$ cat config.mk
export PLATFORM = sky130hd
export DESIGN_NAME = ftm_ts_capture_flat
export DESIGN_NICKNAME = d
export VERILOG_FILES = /design/src/rtl/ftm_ts_capture_pkg.sv /design/src/rtl/ftm_ts_capture_if.sv /design/src/rtl/ftm_ts_fifo.sv /design/src/rtl/ftm_ts_capture.sv /design/src/flat_wrapper.sv
export SDC_FILE = /design/constraint.sdc
export NUM_CORES = 1
export LEC_CHECK = 0
export BUFFER_PORTS_ARGS = -buffer_cell sky130_fd_sc_hd__clkbuf_2
export CORE_MARGIN = 1
export CORE_UTILIZATION = 40
export DETAILED_ROUTE_END_ITERATION = 10
export PLACE_DENSITY = 0.6
export SLEW_MARGIN = 20
export SYNTH_ARGS = -nofsm -noshare
export SYNTH_HDL_FRONTEND = slang
export SYNTH_SLANG_ARGS = --single-unit
$ cat constraint.sdc
create_clock -name clk -period 7.6 [get_ports clk]
set_clock_uncertainty 0.1 [all_clocks]
set_input_delay 0.76 -clock clk [delete_from_list [all_inputs] [get_ports clk]]
set_output_delay 0.76 -clock clk [all_outputs]
set_load 0.02 [all_outputs]
$ cat src/rtl/ftm_ts_capture_pkg.sv
// Shared FTM timestamp types: entry layout, RX verdict FSM states and default widths.
package ftm_ts_capture_pkg;

   localparam int TS_W  = 48;
   localparam int SEQ_W = 12;

   typedef struct packed {
      logic [TS_W-1:0]  ts_time;
      logic             dir;
      logic [SEQ_W-1:0] seq;
      logic             wrap;
   } ts_entry_t;

   typedef enum logic [1:0] {
      RX_IDLE = 2'd0,
      RX_PEND = 2'd1,
      RX_HOLD = 2'd2
   } rx_state_t;

endpackage

$ cat src/rtl/ftm_ts_capture_if.sv
// Timestamp pop port: valid/ready handshake plus head-entry fields.
interface ftm_ts_capture_if #(
   parameter int TS_W  = ftm_ts_capture_pkg::TS_W,
   parameter int SEQ_W = ftm_ts_capture_pkg::SEQ_W
);
   logic             ts_valid;
   logic             ts_ready;
   logic [TS_W-1:0]  ts_time;
   logic             ts_dir;
   logic [SEQ_W-1:0] ts_seq;
   logic             ts_wrap;

   modport master (output ts_valid, ts_time, ts_dir, ts_seq, ts_wrap, input ts_ready);
   modport slave  (input ts_valid, ts_time, ts_dir, ts_seq, ts_wrap, output ts_ready);
endinterface

$ cat src/rtl/ftm_ts_fifo.sv
// Single-clock first-word-fall-through FIFO; a write is visible at the head the cycle after it.
// Writes into a full FIFO are dropped unless a pop happens in the same cycle.
module ftm_ts_fifo #(
   parameter int DEPTH = 8,
   parameter int W     = 62
) (
   input  logic                   clk,
   input  logic                   rstn,
   input  logic                   wr_en_i,
   input  logic [W-1:0]           wr_dat_i,
   input  logic                   rd_en_i,
   output logic [W-1:0]           rd_dat_o,
   output logic                   vld_o,
   output logic                   acc_o,
   output logic                   drop_o,
   output logic [$clog2(DEPTH):0] level_o
);
   localparam int AW = $clog2(DEPTH);

   logic [W-1:0] mem_q [DEPTH];
   logic [AW:0]  wr_ptr_q, wr_ptr_d, rd_ptr_q, rd_ptr_d;
   logic [W-1:0] last_q, last_d;
   logic         empty, full, pop;

   assign empty  = (wr_ptr_q == rd_ptr_q);
   assign full   = (wr_ptr_q[AW] != rd_ptr_q[AW]) && (wr_ptr_q[AW-1:0] == rd_ptr_q[AW-1:0]);
   assign pop    = rd_en_i & ~empty;
   assign acc_o  = wr_en_i & (~full | pop);
   assign drop_o = wr_en_i & ~acc_o;

   // When empty the head shows the last popped entry rather than stale memory.
   assign rd_dat_o = empty ? last_q : mem_q[rd_ptr_q[AW-1:0]];
   assign vld_o    = ~empty;
   assign level_o  = wr_ptr_q - rd_ptr_q;

   always_comb begin
      wr_ptr_d = wr_ptr_q + {{AW{1'b0}}, acc_o};
      rd_ptr_d = rd_ptr_q + {{AW{1'b0}}, pop};
      last_d   = pop ? mem_q[rd_ptr_q[AW-1:0]] : last_q;
   end

   always_ff @(posedge clk) begin
      if (!rstn) begin
         wr_ptr_q <= '0;
         rd_ptr_q <= '0;
         last_q   <= '0;
      end else begin
         wr_ptr_q <= wr_ptr_d;
         rd_ptr_q <= rd_ptr_d;
         last_q   <= last_d;
      end
   end

   always_ff @(posedge clk) begin
      if (acc_o) mem_q[wr_ptr_q[AW-1:0]] <= wr_dat_i;
   end

endmodule

$ cat src/rtl/ftm_ts_capture.sv
// Captures TX/RX frame timestamps into a FIFO; TX entries appear at the head one cycle after tx_ev.
// RX entries wait for the FCS verdict; the pop side uses valid/ready, overflow is dropped and counted.
module ftm_ts_capture #(
   parameter int DEPTH = 8,
   parameter int TS_W  = ftm_ts_capture_pkg::TS_W
) (
   input  logic                                 clk,
   input  logic                                 rstn,
   input  logic [TS_W-1:0]                      ftm_time_i,
   input  logic                                 tx_ev_i,
   input  logic                                 rx_ev_i,
   input  logic                                 rx_fcs_ok_i,
   input  logic                                 rx_fcs_bad_i,
   input  logic [ftm_ts_capture_pkg::SEQ_W-1:0] ev_seq_i,
   ftm_ts_capture_if.master                     pop_if,
   output logic [$clog2(DEPTH):0]               level_o,
   output logic [15:0]                          drop_cnt_o
);
   import ftm_ts_capture_pkg::*;

   typedef struct packed {
      logic [TS_W-1:0]  ts_time;
      logic             dir;
      logic [SEQ_W-1:0] seq;
      logic             wrap;
   } cap_entry_t;

   rx_state_t        state_q, state_d;
   logic [TS_W-1:0]  pend_time_q, hold_time_q, prev_q;
   logic [SEQ_W-1:0] pend_seq_q, hold_seq_q;
   logic             capt_q, capt_d;
   logic             wrap_pend_q, wrap_pend_d, wrap_now;
   logic [15:0]      drop_q, drop_d;
   logic [1:0]       drop_inc;
   logic             fcs_ok, fcs_bad;
   logic             rx_wr, rx_from_hold, hold_load, ovr_drop;
   logic             wr_en, fifo_acc, fifo_drop, fifo_vld;
   cap_entry_t       wr_dat, head;

   assign fcs_bad = rx_fcs_bad_i;
   assign fcs_ok  = rx_fcs_ok_i & ~rx_fcs_bad_i;

   always_ff @(posedge clk) begin
      if (!rstn) state_q <= RX_IDLE;
      else       state_q <= state_d;
   end

   // TX owns the single write port, so a held RX entry retries until a cycle without tx_ev.
   always_comb begin
      state_d = state_q;
      case (state_q)
         RX_IDLE: if (rx_ev_i) state_d = RX_PEND;
         RX_PEND: begin
            if (fcs_ok && tx_ev_i)          state_d = RX_HOLD;
            else if ((fcs_ok || fcs_bad) && !rx_ev_i) state_d = RX_IDLE;
         end
         RX_HOLD: if (!tx_ev_i) state_d = (capt_q || rx_ev_i) ? RX_PEND : RX_IDLE;
         default: state_d = RX_IDLE;
      endcase
   end

   always_comb begin
      rx_wr        = 1'b0;
      rx_from_hold = 1'b0;
      hold_load    = 1'b0;
      ovr_drop     = 1'b0;
      capt_d       = 1'b0;
      case (state_q)
         RX_PEND: begin
            rx_wr     = fcs_ok & ~tx_ev_i;
            hold_load = fcs_ok & tx_ev_i;
            ovr_drop  = rx_ev_i & ~fcs_ok & ~fcs_bad;
            capt_d    = fcs_ok & tx_ev_i & rx_ev_i;
         end
         RX_HOLD: begin
            rx_wr        = ~tx_ev_i;
            rx_from_hold = 1'b1;
            ovr_drop     = rx_ev_i & capt_q;
            capt_d       = tx_ev_i & (capt_q | rx_ev_i);
         end
         default: ;
      endcase
   end

   assign wrap_now    = (ftm_time_i < prev_q);
   assign wrap_pend_d = (wrap_pend_q | wrap_now) & ~fifo_acc;

   assign wr_en = tx_ev_i | rx_wr;

   always_comb begin
      wr_dat      = '0;
      wr_dat.wrap = wrap_pend_q | wrap_now;
      if (tx_ev_i) begin
         wr_dat.ts_time = ftm_time_i;
         wr_dat.dir     = 1'b1;
         wr_dat.seq     = ev_seq_i;
      end else if (rx_from_hold) begin
         wr_dat.ts_time = hold_time_q;
         wr_dat.seq     = hold_seq_q;
      end else begin
         wr_dat.ts_time = pend_time_q;
         wr_dat.seq     = pend_seq_q;
      end
   end

   assign drop_inc = {1'b0, ovr_drop} + {1'b0, fifo_drop};
   assign drop_d   = (drop_q > (16'hFFFF - {14'd0, drop_inc})) ? 16'hFFFF : drop_q + {14'd0, drop_inc};

   always_ff @(posedge clk) begin
      if (!rstn) begin
         prev_q      <= '0;
         wrap_pend_q <= 1'b0;
         drop_q      <= '0;
         capt_q      <= 1'b0;
         pend_time_q <= '0;
         pend_seq_q  <= '0;
         hold_time_q <= '0;
         hold_seq_q  <= '0;
      end else begin
         prev_q      <= ftm_time_i;
         wrap_pend_q <= wrap_pend_d;
         drop_q      <= drop_d;
         capt_q      <= capt_d;
         if (rx_ev_i) begin
            pend_time_q <= ftm_time_i;
            pend_seq_q  <= ev_seq_i;
         end
         if (hold_load) begin
            hold_time_q <= pend_time_q;
            hold_seq_q  <= pend_seq_q;
         end
      end
   end

   ftm_ts_fifo #(.DEPTH(DEPTH), .W($bits(cap_entry_t))) u_fifo (
      .clk      (clk),
      .rstn     (rstn),
      .wr_en_i  (wr_en),
      .wr_dat_i (wr_dat),
      .rd_en_i  (pop_if.ts_ready & fifo_vld),
      .rd_dat_o (head),
      .vld_o    (fifo_vld),
      .acc_o    (fifo_acc),
      .drop_o   (fifo_drop),
      .level_o  (level_o)
   );

   assign pop_if.ts_valid = fifo_vld;
   assign pop_if.ts_time  = head.ts_time;
   assign pop_if.ts_dir   = head.dir;
   assign pop_if.ts_seq   = head.seq;
   assign pop_if.ts_wrap  = head.wrap;
   assign drop_cnt_o      = drop_q;

endmodule

$ cat src/flat_wrapper.sv
// flat-port wrapper written by rule: the top's interface ports become plain ports
module ftm_ts_capture_flat import ftm_ts_capture_pkg::*;
#(
   parameter int DEPTH = 8,
   parameter int TS_W  = ftm_ts_capture_pkg::TS_W
)
  (clk, rstn, ftm_time_i, tx_ev_i, rx_ev_i, rx_fcs_ok_i, rx_fcs_bad_i, ev_seq_i, level_o, drop_cnt_o, pop_if_ts_valid, pop_if_ts_time, pop_if_ts_dir, pop_if_ts_seq, pop_if_ts_wrap, pop_if_ts_ready);
  ftm_ts_capture_if #(.TS_W(TS_W)) pop_if_i ();
  input  logic clk;
  input  logic rstn;
  input  logic [TS_W-1:0] ftm_time_i;
  input  logic tx_ev_i;
  input  logic rx_ev_i;
  input  logic rx_fcs_ok_i;
  input  logic rx_fcs_bad_i;
  input  logic [ftm_ts_capture_pkg::SEQ_W-1:0] ev_seq_i;
  output logic [$clog2(DEPTH):0] level_o;
  output logic [15:0] drop_cnt_o;
  output wire logic [$bits(pop_if_i.ts_valid)-1:0] pop_if_ts_valid;
  output wire logic [$bits(pop_if_i.ts_time)-1:0] pop_if_ts_time;
  output wire logic [$bits(pop_if_i.ts_dir)-1:0] pop_if_ts_dir;
  output wire logic [$bits(pop_if_i.ts_seq)-1:0] pop_if_ts_seq;
  output wire logic [$bits(pop_if_i.ts_wrap)-1:0] pop_if_ts_wrap;
  input wire logic [$bits(pop_if_i.ts_ready)-1:0] pop_if_ts_ready;
  assign pop_if_ts_valid = pop_if_i.ts_valid;
  assign pop_if_ts_time = pop_if_i.ts_time;
  assign pop_if_ts_dir = pop_if_i.ts_dir;
  assign pop_if_ts_seq = pop_if_i.ts_seq;
  assign pop_if_ts_wrap = pop_if_i.ts_wrap;
  assign pop_if_i.ts_ready = pop_if_ts_ready;
  ftm_ts_capture #(.DEPTH(DEPTH), .TS_W(TS_W)) u_core (.clk(clk), .rstn(rstn), .ftm_time_i(ftm_time_i), .tx_ev_i(tx_ev_i), .rx_ev_i(rx_ev_i), .rx_fcs_ok_i(rx_fcs_ok_i), .rx_fcs_bad_i(rx_fcs_bad_i), .ev_seq_i(ev_seq_i), .pop_if(pop_if_i), .level_o(level_o), .drop_cnt_o(drop_cnt_o));
endmodule
==> results_dict.tcl <==
set metrics [dict create \
    clock_path_buffers 3 \
    placed_area_um2 32800 \
    cts.sinks 754 \
    nNetsFinal 2428 \
    grt-ovfl-total 0 \
    netlist.area_leader.share_pct 48.1 \
    synth_cells 2174 \
    fin_tns_setup_ns 0 \
    post_cts_resized 0 \
    initial_core_util_pct 40.6 \
    irDropWorstVdd_v 0.000180 \
    period_share_pct 58.8 \
    leakagePower_nw 13.3 \
    tightest_slew_ns 1.15 \
    cp.required_ns 6.74 \
    syn_avg_cell_area_um2 14.3 \
    port_buffers 149 \
    io_pins 150 \
    die_area_um2 78600 \
    antenna_found_initial 7 \
    finalHoldViolations 0 \
    cp_top_family "buffers and inverters" \
    dp_hpwl_um 42600 \
    dr.pass1.iters 5 \
    clkLatencyLatePin_ns 0.62 \
    power_mw 10.7 \
    slew_headroom_pct 22.4 \
    vias 17600 \
    grt_pass1_vias 17700 \
    globalplace.congestion 0.770 \
    holdBufCountCts 0 \
    maxCapViolCount 0 \
    synthesis.area_um2 31000 \
    ys.flop_type "edfxtp_1" \
    dpl_worst_slack_ns 3.26 \
    drv_slew 0 \
    start_kind "register" \
    synth-compound-area-share_pct 6.90 \
    cp_slowest_cell "dfxtp_4" \
    grt_usage_pct 17.8 \
    drt-initial-drc-count 1094 \
    synth_edf_count 496 \
    clk_pin_slew_ns 0.06 \
    cts_tree "done" \
    path_class "register to output pin" \
    die_w_um 280 \
    die_h_um 280 \
    end_kind "output pin" \
    yosysSeqAreaShare_pct 64.7 \
    worstPathCellList "buf_4 > mux4_2 > mux2i_1 > a21oi_1 > clkbuf_2" \
    status "completed" \
    post-cts-setup-buffer-count 0 \
    period_needed_ns 4.47 \
    fp.coreArea_um2 76300 \
    synth_mux_area_share_pct 15.0 \
    slowest_delay_ns 0.96 \
    synthTopCellsByArea "edfxtp_1, dfxtp_1, mux4_2, mux2i_1, nand2_1" \
    syn_nets 2305 \
    synth_cell_type_count 47 \
    root_buffer "clkbuf_16" \
    area_growth_syn_to_layout_pct 14.4 \
    synth_top_family_by_area "multiplexers" \
    crit_path_max_fanout 66 \
    cts-htree-levels 3 \
    final.setup.worst_slack_ns 3.13 \
    row_count 101 \
    antenna_left 0 \
    cellPowerDensity_nw_per_um2 300 \
    drive_gt1_share_pct 18.7 \
    synth_seq_cells 754 \
    setup_viol 0 \
    critPathArrivalTime_ns 3.61 \
    cts_made_buffers 80 \
    timing.fmax_mhz 224 \
    avgViaCountPerCell 5.19 \
    drc 0 \
    fillers 6632 \
    synth_top_cell_by_area "edfxtp_1" \
    synth_xor_area_share_pct 0.589 \
    rsz0062_at_grt "false" \
    grt_first_pass_wirelength_um 105000 \
    critPathBufInv 2 \
    hold_path_class "primary input to register" \
    synth-simple-area-share_pct 7.53 \
    wl_per_cell_um 20.5 \
    drt-total-wl_um 69600 \
    synth_fa_ha_area_share_pct 2.63 \
    async_reset_ff_share_pct 0 \
    final_cell_area_um2 35500 \
    ys_warn_count 0 \
    grt_max_degree 99 \
]
-- flip-flops by register name, summed over array words and instances (netlist names) --
name	cells
u_core.u_fifo.rd_ptr_q	4
u_core.capt_q	1
u_core.pend_time_q	48
u_core.u_fifo.wr_ptr_q	4
u_core.u_fifo.mem_q	496
u_core.state_q	2
u_core.prev_q	48
u_core.hold_seq_q	12
u_core.hold_time_q	48
u_core.u_fifo.last_q	62
u_core.wrap_pend_q	1
u_core.pend_seq_q	12
u_core.drop_cnt_o	16
-- stage by stage --
step / utilization (%) / hold slack (ns) / std cells
finish: 46.5 / 0.308 / 3396
global route: 46.5 / 0.302 / 3396
CTS: 46.5 / 0.272 / 3395
detailed placement: 42.9 / 0.358 / 3245
global placement: 42.9 / 0.350 / 3245
floorplan: - / 0.343 / 2174
-- placed cells by master (no fill, tap or decap), types with 15 or more instances in the layout --
master	instances
o21ai_1	36
and2_1	58
o211a_1	62
mux2i_1	184
ha_1	61
clkbuf_2	146
mux4_2	124
clkbuf_16	81
nand2_1	264
dfxtp_1	256
o21ai_0	34
a21oi_1	81
clkbuf_1	19
edfxtp_1	496
a21boi_0	72
nor2_1	73
nand3_1	15
clkinv_2	19
inv_1	70
nor2b_1	64
buf_4	27
-- per-layer routing --
layer	part of all wire (%)	global-route usage, %
met1	45	24.6
met2	47	28.6
met3	5.7	3.22
met4	1.7	5.17
met5	0.093	0
-- cells in the mapped netlist, types with 2 or more instances --
library cell    n
dfxtp_1       258
nand2b_1        2
clkbuf_1       95
a211oi_1        3
edfxtp_1      496
or4_1           2
xnor2_1         9
ha_1           62
a211o_1         2
a21boi_1        3
xor2_1         10
fa_1            2
buf_2          26
nor4_1          2
a31oi_1         3
nand4_1         5
and2_1         60
nand3_1        15
mux4_2        124
mux2i_1       184
nand2_1       265
o211a_1        62
inv_1          70
a221oi_1        3
a21boi_0       72
nor3_1          5
a21o_1          7
buf_4           5
nor3b_1         2
o21ai_0        70
nor2b_1        64
and4_1          3
nor2_1         79
and3_1          3
a21oi_1        82
or2_2           2
buf_1           7
-- logic make-up after synthesis --
group           after synthesis
compound gates              312
xor+xnor                     20
fa+ha+maj                    64
simple gates                511
flops                       754
buf+inv                     205
mux                         308
-- power breakdown --
| group | switching (mW) | leakage [nW] | internal, mW |
|---|---|---|---|
| registers | 0.122 | 6.69 | 4.60 |
| logic | 1.23 | 5.29 | 0.750 |
| clock network | 1.59 | 1.32 | 2.36 |
| total | 2.94 | 13.3 | 7.71 |
-- layout make-up --
type	count	area, um2	share of cell area [%]
diodes	1	2.50	0.00706
clock buffers	105	2170	6.11
multi-input cells	1215	10200	28.7
clock inverters	45	514	1.45
well taps	1030	1290	3.63
repair buffers	175	965	2.72
inverters	71	268	0.755
flip-flops and latches	754	20100	56.6
-- path summary, 6_finish.rpt --
check,start,endpoint,slack (ns),depth (start not counted)
setup reg to reg,u_core.u_fifo.rd_ptr_q[2],u_core.drop_cnt_o[4],3.27,12
hold reg to reg,u_core.hold_seq_q[5],u_core.hold_seq_q[5],0.36,2
setup / recovery,u_core.u_fifo.rd_ptr_q[1],pop_if_ts_time[8],3.13,5
hold / removal,ftm_time_i[9],u_core.prev_q[9],0.31,2
Power figures use the tool's default switching activity.
